## src/rtl/mux_sel_pkg.sv

```systemverilog
// Shared constants, FSM state type and round-robin pick helper for the 8:1 channel mux scheduler.
package mux_sel_pkg;

  localparam int NCH = 8;
  localparam int SW  = 3;

  typedef enum logic [0:0] {
    IDLE = 1'b0,
    BUSY = 1'b1
  } state_e;

  typedef struct packed {
    logic          found;
    logic [SW-1:0] idx;
  } pick_t;

  // First set bit of req searching start, start+1, ... modulo NCH.
  function automatic pick_t rr_pick(input logic [NCH-1:0] req, input logic [SW-1:0] start);
    pick_t         res;
    logic [SW-1:0] k;
    res = '{found: 1'b0, idx: {SW{1'b0}}};
    for (int i = NCH - 1; i >= 0; i--) begin
      k = start + i[SW-1:0];
      if (req[k]) begin
        res.found = 1'b1;
        res.idx   = k;
      end
    end
    return res;
  endfunction

endpackage

```

## src/rtl/rr_pick_comb.sv

```systemverilog
// Combinational round-robin finder: the channel after 'last' has highest priority, 'last' itself lowest.
module rr_pick_comb
  import mux_sel_pkg::*;
(
  input  logic [NCH-1:0] req,
  input  logic [SW-1:0]  last,
  output logic           found,
  output logic [SW-1:0]  idx
);

  logic [SW-1:0]    first_s;
  logic [2*NCH-1:0] dbl_s;
  logic [NCH-1:0]   rot_s;
  logic [SW-1:0]    off_s;

  assign first_s = last + {{(SW-1){1'b0}}, 1'b1};
  assign dbl_s   = {req, req};
  assign rot_s   = dbl_s[first_s +: NCH];

  // Priority-encode the rotated vector; lowest offset wins.
  always_comb begin
    off_s = {SW{1'b0}};
    for (int i = NCH - 1; i >= 0; i--) begin
      if (rot_s[i]) begin
        off_s = i[SW-1:0];
      end else begin
        off_s = off_s;
      end
    end
  end

  assign found = |rot_s;
  assign idx   = first_s + off_s;

endmodule

```

## src/rtl/mux_sel_scheduler.sv

```systemverilog
// Round-robin grant scheduler driving the 8:1 channel mux select and a matching one-hot grant.
// Optional forced release after TIMEOUT_CYC held cycles when MUX_SEL_TIMEOUT_EN is defined.
module mux_sel_scheduler
  import mux_sel_pkg::*;
#(
  parameter int TIMEOUT_CYC = 16
) (
  input  logic           clk,
  input  logic           rst,
  input  logic [NCH-1:0] req,
  input  logic           done,
  output logic [SW-1:0]  sel,
  output logic [NCH-1:0] grant,
  output logic           busy,
  output logic           timeout
);

  state_e         state_r, state_s;
  logic [SW-1:0]  ptr_r, ptr_s;
  logic [SW-1:0]  sel_r, sel_s;
  logic [NCH-1:0] grant_r, grant_s;
  logic           busy_r, busy_s;
  logic           timeout_r, timeout_s;
  logic [SW-1:0]  base_s, pick_idx_s;
  logic           pick_found_s, release_s, to_fire_s;

  // While busy the current channel is searched last; while idle the last-served one is.
  assign base_s    = (state_r == BUSY) ? sel_r : ptr_r;
  assign release_s = (state_r == BUSY) && (done || to_fire_s);

  rr_pick_comb u_pick (
    .req   (req),
    .last  (base_s),
    .found (pick_found_s),
    .idx   (pick_idx_s)
  );

`ifdef MUX_SEL_TIMEOUT_EN
  localparam int CW = $clog2(TIMEOUT_CYC + 1);
  logic [CW-1:0] hold_r, hold_s;

  // done in the same cycle takes precedence, so the timeout never fires alongside it.
  assign to_fire_s = (state_r == BUSY) && !done && (hold_r == CW'(TIMEOUT_CYC - 1));

  // Hold counter: cleared on every new grant, counts held cycles otherwise.
  always_comb begin
    if ((state_r == IDLE) || release_s) begin
      hold_s = {CW{1'b0}};
    end else begin
      hold_s = hold_r + {{(CW-1){1'b0}}, 1'b1};
    end
  end

  // Hold counter register.
  always_ff @(posedge clk or posedge rst) begin
    if (rst) begin
      hold_r <= {CW{1'b0}};
    end else begin
      hold_r <= hold_s;
    end
  end
`else
  assign to_fire_s = 1'b0;
`endif

  // State and registered outputs.
  always_ff @(posedge clk or posedge rst) begin
    if (rst) begin
      state_r   <= IDLE;
      ptr_r     <= SW'(NCH - 1);
      sel_r     <= {SW{1'b0}};
      grant_r   <= {NCH{1'b0}};
      busy_r    <= 1'b0;
      timeout_r <= 1'b0;
    end else begin
      state_r   <= state_s;
      ptr_r     <= ptr_s;
      sel_r     <= sel_s;
      grant_r   <= grant_s;
      busy_r    <= busy_s;
      timeout_r <= timeout_s;
    end
  end

  // Next-state logic.
  always_comb begin
    state_s = state_r;
    case (state_r)
      IDLE: begin
        if (pick_found_s) state_s = BUSY;
        else              state_s = IDLE;
      end
      BUSY: begin
        if (release_s && !pick_found_s) state_s = IDLE;
        else                            state_s = BUSY;
      end
      default: state_s = IDLE;
    endcase
  end

  // Next values of the registered outputs and the last-served pointer.
  always_comb begin
    ptr_s     = ptr_r;
    sel_s     = sel_r;
    grant_s   = grant_r;
    busy_s    = busy_r;
    timeout_s = 1'b0;
    case (state_r)
      IDLE: begin
        if (pick_found_s) begin
          sel_s   = pick_idx_s;
          grant_s = {{(NCH-1){1'b0}}, 1'b1} << pick_idx_s;
          busy_s  = 1'b1;
        end else begin
          grant_s = {NCH{1'b0}};
          busy_s  = 1'b0;
        end
      end
      BUSY: begin
        if (release_s) begin
          ptr_s     = sel_r;
          timeout_s = to_fire_s;
          if (pick_found_s) begin
            sel_s   = pick_idx_s;
            grant_s = {{(NCH-1){1'b0}}, 1'b1} << pick_idx_s;
            busy_s  = 1'b1;
          end else begin
            grant_s = {NCH{1'b0}};
            busy_s  = 1'b0;
          end
        end else begin
          busy_s = 1'b1;
        end
      end
      default: begin
        grant_s = {NCH{1'b0}};
        busy_s  = 1'b0;
      end
    endcase
  end

  assign sel     = sel_r;
  assign grant   = grant_r;
  assign busy    = busy_r;
  assign timeout = timeout_r;

endmodule
```

## config.mk

```make
export PLATFORM = sky130hd
export DESIGN_NAME = mux_sel_scheduler
export DESIGN_NICKNAME = d
export VERILOG_FILES = /design/src/rtl/mux_sel_pkg.sv /design/src/rtl/rr_pick_comb.sv /design/src/rtl/mux_sel_scheduler.sv
export SDC_FILE = /design/constraint.sdc
export NUM_CORES = 1
export LEC_CHECK = 0
export CAP_MARGIN = 0
export CORE_UTILIZATION = 30
export CTS_BUF_LIST = sky130_fd_sc_hd__clkbuf_16
export DETAILED_ROUTE_END_ITERATION = 7
export DONT_BUFFER_PORTS = 1
export PLACE_DENSITY = 0.5
export SYNTH_ARGS = -nofsm -noshare
export SYNTH_HDL_FRONTEND = slang
export SYNTH_SLANG_ARGS = --single-unit
```

## constraint.sdc

```tcl
create_clock -name clk -period 6.3 [get_ports clk]
set_input_delay 0.63 -clock clk [delete_from_list [all_inputs] [get_ports clk]]
set_output_delay 0.63 -clock clk [all_outputs]
set_load 0.02 [all_outputs]
```

==> flow_summary.yaml, run 1 <==
floorplanning:
  ioPinCount: 24
  initial_core_util: 0.326
  dieWidth_um: 66.3
  chipHeight_um: 66.3
  rows: 22
  core_um2: 3800
  die_area_um2: 4390
worst_setup_path:
  rr_endpoint: "sel[2]"
  crit_family: "adder cells"
  reg2reg_depth: 15
  cpPeakStageDelay_ns: 0.67
  crit_fanout: 10
  slowest_stage: "xnor2_1"
  startpoint: "busy"
  crit_chain: "mux2i_1, buf_4, inv_1, ha_1, inv_2, mux4_2, nand2b_1, a21oi_1, o31a_1, ha_1, inv_1, fa_1, xnor2_1, nor2_1, a221oi_2"
  worstPathArrival_ns: 4.63
  cp-start-kind: "register"
  worstSetupPathType: "register to register"
  r2r_slack_ns: 1.82
  r2r_start: "busy"
  cp-end-kind: "register"
  worst-path-buf-inv: 4
  worstPathRequired_ns: 6.45
timing:
  period_share: 0.711
  hold_violations: 0
  setup_tns_ns: 0
  clock_skew_ns: 0.00177
  worstMarginPinSlew_ns: 0.866
  drv_slew: 0
  setup-violations-final: 0
  rsz0062_at_grt: "no"
  period_needed_ns: 4.48
  max_freq_mhz: 223
  relSlewSlack: 0.422
layout:
  final_nets: 124
  num-fill-cells: 388
  drive_gt1_frac: 0.174
  area_growth_pct: 8.18
  fin_util: 0.353
  n_antenna_cell: 0
flow_run:
  maxCapViolCount: 0
grt:
  use_met1: 0.176
  use_met2: 0.205
  use_met3: 0.0466
  first_global_vias: 878
  grt_usage: 0.131
  grt-ovfl-total: 0
  grt_pass1_wl_um: 4400
  gr-max-usage-layer: "met2"
  grt_antenna_before_repair: 0
  grt_start_max_net_pins: 16
yosys:
  synthXorXnorAreaFrac: 0.0364
  synth_cell_types: 39
  synth_adder_area_share: 0.0364
  synth.avg_cell_area_um2: 11.4
  ys_ff_latch: 15
  yosys.area_share.simple: 0.127
  synth_compound_area_frac: 0.137
  synth-seq-area-share: 0.306
  synth_nets: 123
  synthCells: 109
  syn_area_um2: 1240
  synth_top_family_by_area: "multiplexers"
  synth.yosys.warnings: 0
  synth_mux_area_frac: 0.296
drt:
  wl_per_cell_um: 16.1
  postRouteWirelength_um: 2530
  drt_iter0_markers: 24
  num_vias: 876
  ant_nets: 0
  post-route-drc-count: 0
  vias_per_cell: 5.58
  drtPass1Iterations: 4
clocking:
  root_buffer: "clkbuf_16"
  cts_resized: 0
  clkTransAtPathRegs_ns: 0.05
  cts_buffers: 3
  post_cts_buffers: 0
  clock_path_buffers: 2
  h-tree-depth: 1
  cts_sinks: 15
  cts_hold_buf: 0
  cts_tree: "done"
  clkLatencyLatePin_ns: 0.24
placement:
  port_buffers: 0
  globalplace.congestion: 0.796
  dp_hpwl_um: 1930
hold_path:
  min_path_type: "input port to async pin"
status:
  status: "completed"
cell type report:
type | instances | area (um^2) | area share
multi-input combinational | 82 | 788 | 0.588
sequential | 15 | 379 | 0.283
clock buffer | 3 | 75.1 | 0.0560
tap | 48 | 60.1 | 0.0448
inverter | 7 | 26.3 | 0.0196
timing repair buffer | 1 | 7.51 | 0.00560
clock inverter | 1 | 3.75 | 0.00280
cells in the mapped netlist (all sizes together):
cell | n | area, um^2
ha | 2 | 25.0
a32oi | 8 | 70.1
nand2b | 2 | 15.0
or3 | 1 | 6.26
clkbuf | 1 | 3.75
nor3b | 1 | 7.51
nand4 | 2 | 25.0
fa | 1 | 20.0
xor2 | 1 | 8.76
a21oi | 2 | 10.0
nor2 | 2 | 7.51
or2b | 1 | 7.51
o21ai | 11 | 58.8
inv | 7 | 26.3
nand2 | 15 | 56.3
mux4 | 8 | 206
o31a | 1 | 8.76
nor4b | 1 | 8.76
mux2i | 11 | 123
dfrtp | 12 | 300
conb | 1 | 3.75
buf | 4 | 41.3
xnor2 | 2 | 36.3
o211ai | 1 | 7.51
a221oi | 1 | 15.0
dfstp | 3 | 78.8
nor2b | 2 | 12.5
mux2 | 3 | 37.5
nor3 | 1 | 5.00
and3 | 1 | 6.26
registers in the layout (all words and copies together) (netlist names):
register,count
sel,3
ptr_r,3
busy,1
grant,8
worst max-delay path by stage:
| stage | slack [ns] | cells after the start | endpoint |
|---|---|---|---|
| 6_report | 1.82 | 15 | sel[2] |
| 5_1_grt | 1.50 | 15 | sel[2] |
| 3_5_place_dp | 1.82 | 15 | sel[2] |
| 4_1_cts | 1.81 | 15 | sel[2] |
| 2_1_floorplan | 2.43 | 16 | sel[2] |
| 3_3_place_gp | 2.04 | 15 | sel[2] |
cells in the final DEF, fill, tap and decap left out, drive strengths merged, types with 2 or more instances in the layout:
master / count
nand2: 15
clkbuf: 3
dfstp: 3
mux2i: 11
mux4: 8
inv: 8
mux2: 3
nor2b: 2
nand4: 2
ha: 2
xnor2: 2
o21ai: 11
nor2: 2
a21oi: 2
nand2b: 2
dfrtp: 12
a32oi: 8
kinds of logic (layout without fill, tap and decap cells):
kind of cell	count (synthesis)	count (layout)
flops	15	15
compound gates	24	24
fa+ha+maj	3	3
other cells	1	1
xor+xnor	3	3
simple gates	29	29
buf+inv	12	12
mux	22	22
per-layer routing:
layer	share of wire	wire (um)	vias up
li1	-	-	416
met1	0.46	1170	442
met2	0.47	1200	18
met3	0.062	156	0
met4	0	0	0
met5	0	0	-
per-stage QoR:
step	area [um^2]	hold slack [ns]	setup WS [ns]	std cells
6_report	1340	0.333	1.82	157
5_1_grt	1340	0.394	1.50	157
4_1_cts	1340	0.350	1.81	157
3_5_place_dp	1260	0.476	1.82	153
3_3_place_gp	1260	0.467	2.04	153
2_1_floorplan	1240	0.457	2.43	109
Power of run 1 is not shown: default switching activity piles up to over one toggle a cycle in this logic, so the estimate is an artifact.
==> run 2, diff against run 1 <==
--- a/config.mk
+++ b/config.mk
@@ -5,12 +5,13 @@
 export SDC_FILE = /design/constraint.sdc
 export NUM_CORES = 1
 export LEC_CHECK = 0
+export ABC_AREA = 1
 export CAP_MARGIN = 0
 export CORE_UTILIZATION = 30
 export CTS_BUF_LIST = sky130_fd_sc_hd__clkbuf_16
 export DETAILED_ROUTE_END_ITERATION = 7
 export DONT_BUFFER_PORTS = 1
-export PLACE_DENSITY = 0.5
+export PLACE_DENSITY = 0.51
 export SYNTH_ARGS = -nofsm -noshare
 export SYNTH_HDL_FRONTEND = slang
 export SYNTH_SLANG_ARGS = --single-unit
==> constraint.sdc (replaced) <==
create_clock -name clk -period 3.6 [get_ports clk]
set_input_delay 0.36 -clock clk [delete_from_list [all_inputs] [get_ports clk]]
set_output_delay 0.36 -clock clk [all_outputs]
set_load 0.02 [all_outputs]
==> run 2 against run 1 <==
Effect of this change: register-to-register slack lost 1.5 ns; first-iteration DRC count grew to 3.7 times the previous value; synthesized cell count up 88%; clock skew rose by 0.0018 ns; cell area increased by 12%; die area rose by 4.5%; sequential cell count is the same; final cell count increased by 66%; routed wire length rose by 27%; fmax is 35% higher; largest cell class unchanged.
==> flow_summary.yaml, run 2 <==
yosys:
  synth_area_leaders: "dfrtp_1 (23%), nand2_1 (21%), nand3_1 (19%)"
  synthFlopType: "dfrtp_1"
  synth-seq-area-share: 0.292
  synth.yosys.warnings: 0
  synthCells: 205
  async_reset_ff_frac: 1.00
  synthTopCellsByCount: "nand2_1 (72), nand3_1 (50), inv_1 (22), dfrtp_1 (12), nor2_1 (7)"
  ys_ff_latch: 15
  synth_edf_count: 0
  yosysMostFrequentCell: "nand2_1"
  synth_cell_types: 26
  syn_area_um2: 1300
  synth.avg_cell_area_um2: 6.32
  yosysTopAreaCellShare: 0.232
  synth_nets: 219
  yosys.area.top_type: "dfrtp_1"
timing:
  max_freq_mhz: 302
  relSlewSlack: 0.547
  setup_slack_ns: 0.291
  worstMarginPinSlew_ns: 0.677
  hold_violations: 0
  period_needed_ns: 3.31
  drv_slew: 0
  period_share: 0.919
  clock_skew_ns: 0.00358
  setup-violations-final: 0
  hold_ws_ns: 0.0592
layout:
  largest_reg_flops: 8
  layout_common_cells: "nand2_1 (71), nand3_1 (50), inv_1 (22), dfrtp_1 (12), nor2_1 (7)"
  drive_gt1_frac: 0.137
  final_nets: 226
  n_antenna_cell: 0
  area_growth_pct: 15.8
  final_common_cell: "nand2_1"
clocking:
  cts_tree: "done"
  clkTransAtPathRegs_ns: 0.05
  clock_path_buffers: 2
  cts_buffers: 3
  cts_sinks: 15
  cts_hold_buf: 0
  root_buffer: "clkbuf_16"
  h-tree-depth: 1
  clkLatencyLatePin_ns: 0.24
grt:
  grt_antenna_before_repair: 0
  grt-ovfl-total: 0
  first_global_vias: 1210
  grt_start_max_net_pins: 16
  grt_pass1_wl_um: 5370
  grt_usage: 0.153
placement:
  dp_hpwl_um: 2510
  port_buffers: 0
  globalplace.congestion: 0.915
  pre_cts_slack_ns: 0.0767
worst_setup_path:
  cp-end-kind: "register"
  worstPathRequired_ns: 3.71
  worstSetupPathType: "register to register"
  crit_fanout: 11
  worstPathArrival_ns: 3.42
  r2r_slack_ns: 0.29
  cp-start-kind: "register"
floorplanning:
  die_area_um2: 4590
  dieWidth_um: 67.7
  ioPinCount: 24
  initial_core_util: 0.317
  core_um2: 4090
  chipHeight_um: 67.7
  rows: 23
drt:
  drt_iter0_markers: 88
  vias_per_cell: 4.94
  drtPass1Iterations: 5
  num_vias: 1289
  post-route-drc-count: 0
  ant_nets: 0
  postRouteWirelength_um: 3210
  wl_per_cell_um: 12.3
flow_run:
  maxCapViolCount: 0
hold_path:
  min_path_type: "input port to async pin"
status:
  status: "completed"
-- run 2: per-stage QoR --
| stage | utilization | cell area [um^2] | setup TNS [ns] | std cells |
|---|---|---|---|---|
| floorplan | - | 1300 | 0 | 205 |
| global placement | 0.334 | 1370 | 0 | 256 |
| detailed placement | 0.334 | 1370 | 0 | 256 |
| CTS | 0.354 | 1450 | 0 | 260 |
| global route | 0.367 | 1500 | -0.0113 | 261 |
| finish | 0.367 | 1500 | 0 | 261 |
-- run 2: area by class of cell --
class | instances | area [um^2]
Clock buffer | 3 | 75.1
Clock inverter | 1 | 3.75
Multi-Input combinational cell | 160 | 818
Sequential cell | 15 | 379
Tap cell | 50 | 62.6
Inverter | 24 | 95.1
Fill cell | 464 | 2580
Timing Repair Buffer | 8 | 67.6
-- run 2: path summary, 6_finish.rpt --
kind / cells past startpoint / end / from
worst max-delay path: 22 / sel[2] / busy
worst min-delay path: 1 / sel[1] / rst
worst max register to register: 22 / sel[2] / busy
worst min register to register: 2 / ptr_r[1] / ptr_r[1]
max in group asynchronous: 1 / grant[4] / rst
min in group clk: 2 / ptr_r[2] / done
-- run 2: logic make-up after synthesis --
family / synth area share
xor+xnor: 0.00676
fa+ha+maj: 0.0347
compound gates: 0.0531
other cells: 0.00289
simple gates: 0.506
buf+inv: 0.104
flops: 0.292
-- run 2: critical path, stage by stage, from the launching register on --
cell	delay, ns
dfrtp_1	0.41
inv_2	0.13
nand2_1	0.06
o21ai_1	0.15
ha_4	0.18
nand3_1	0.11
nand2_4	0.12
buf_6	0.15
nand3_1	0.08
nand2_1	0.10
nand2_1	0.06
a21oi_1	0.15
o21ai_0	0.09
a21boi_1	0.13
ha_1	0.16
inv_1	0.04
fa_1	0.40
xnor2_2	0.20
inv_1	0.07
nand3_2	0.12
nand2_2	0.10
nand2_1	0.09
o21ai_1	0.08
-- run 2: what timing repair did --
action / CTS / global route
gates resized for setup: 0 / 12
endpoints found under the setup margin: 0 / 9
buffers inserted: 0 / 1
-- run 2: per-layer routing --
metal / GRT usage / vias up / part of all wire
met2: 0.245 / 29 / 0.47
met5: 0 / - / 0
met3: 0.0236 / 2 / 0.033
li1: - / 677 / -
met1: 0.210 / 581 / 0.49
met4: 0.0399 / 0 / 0.0065
Power of run 2 is left out for the same reason.
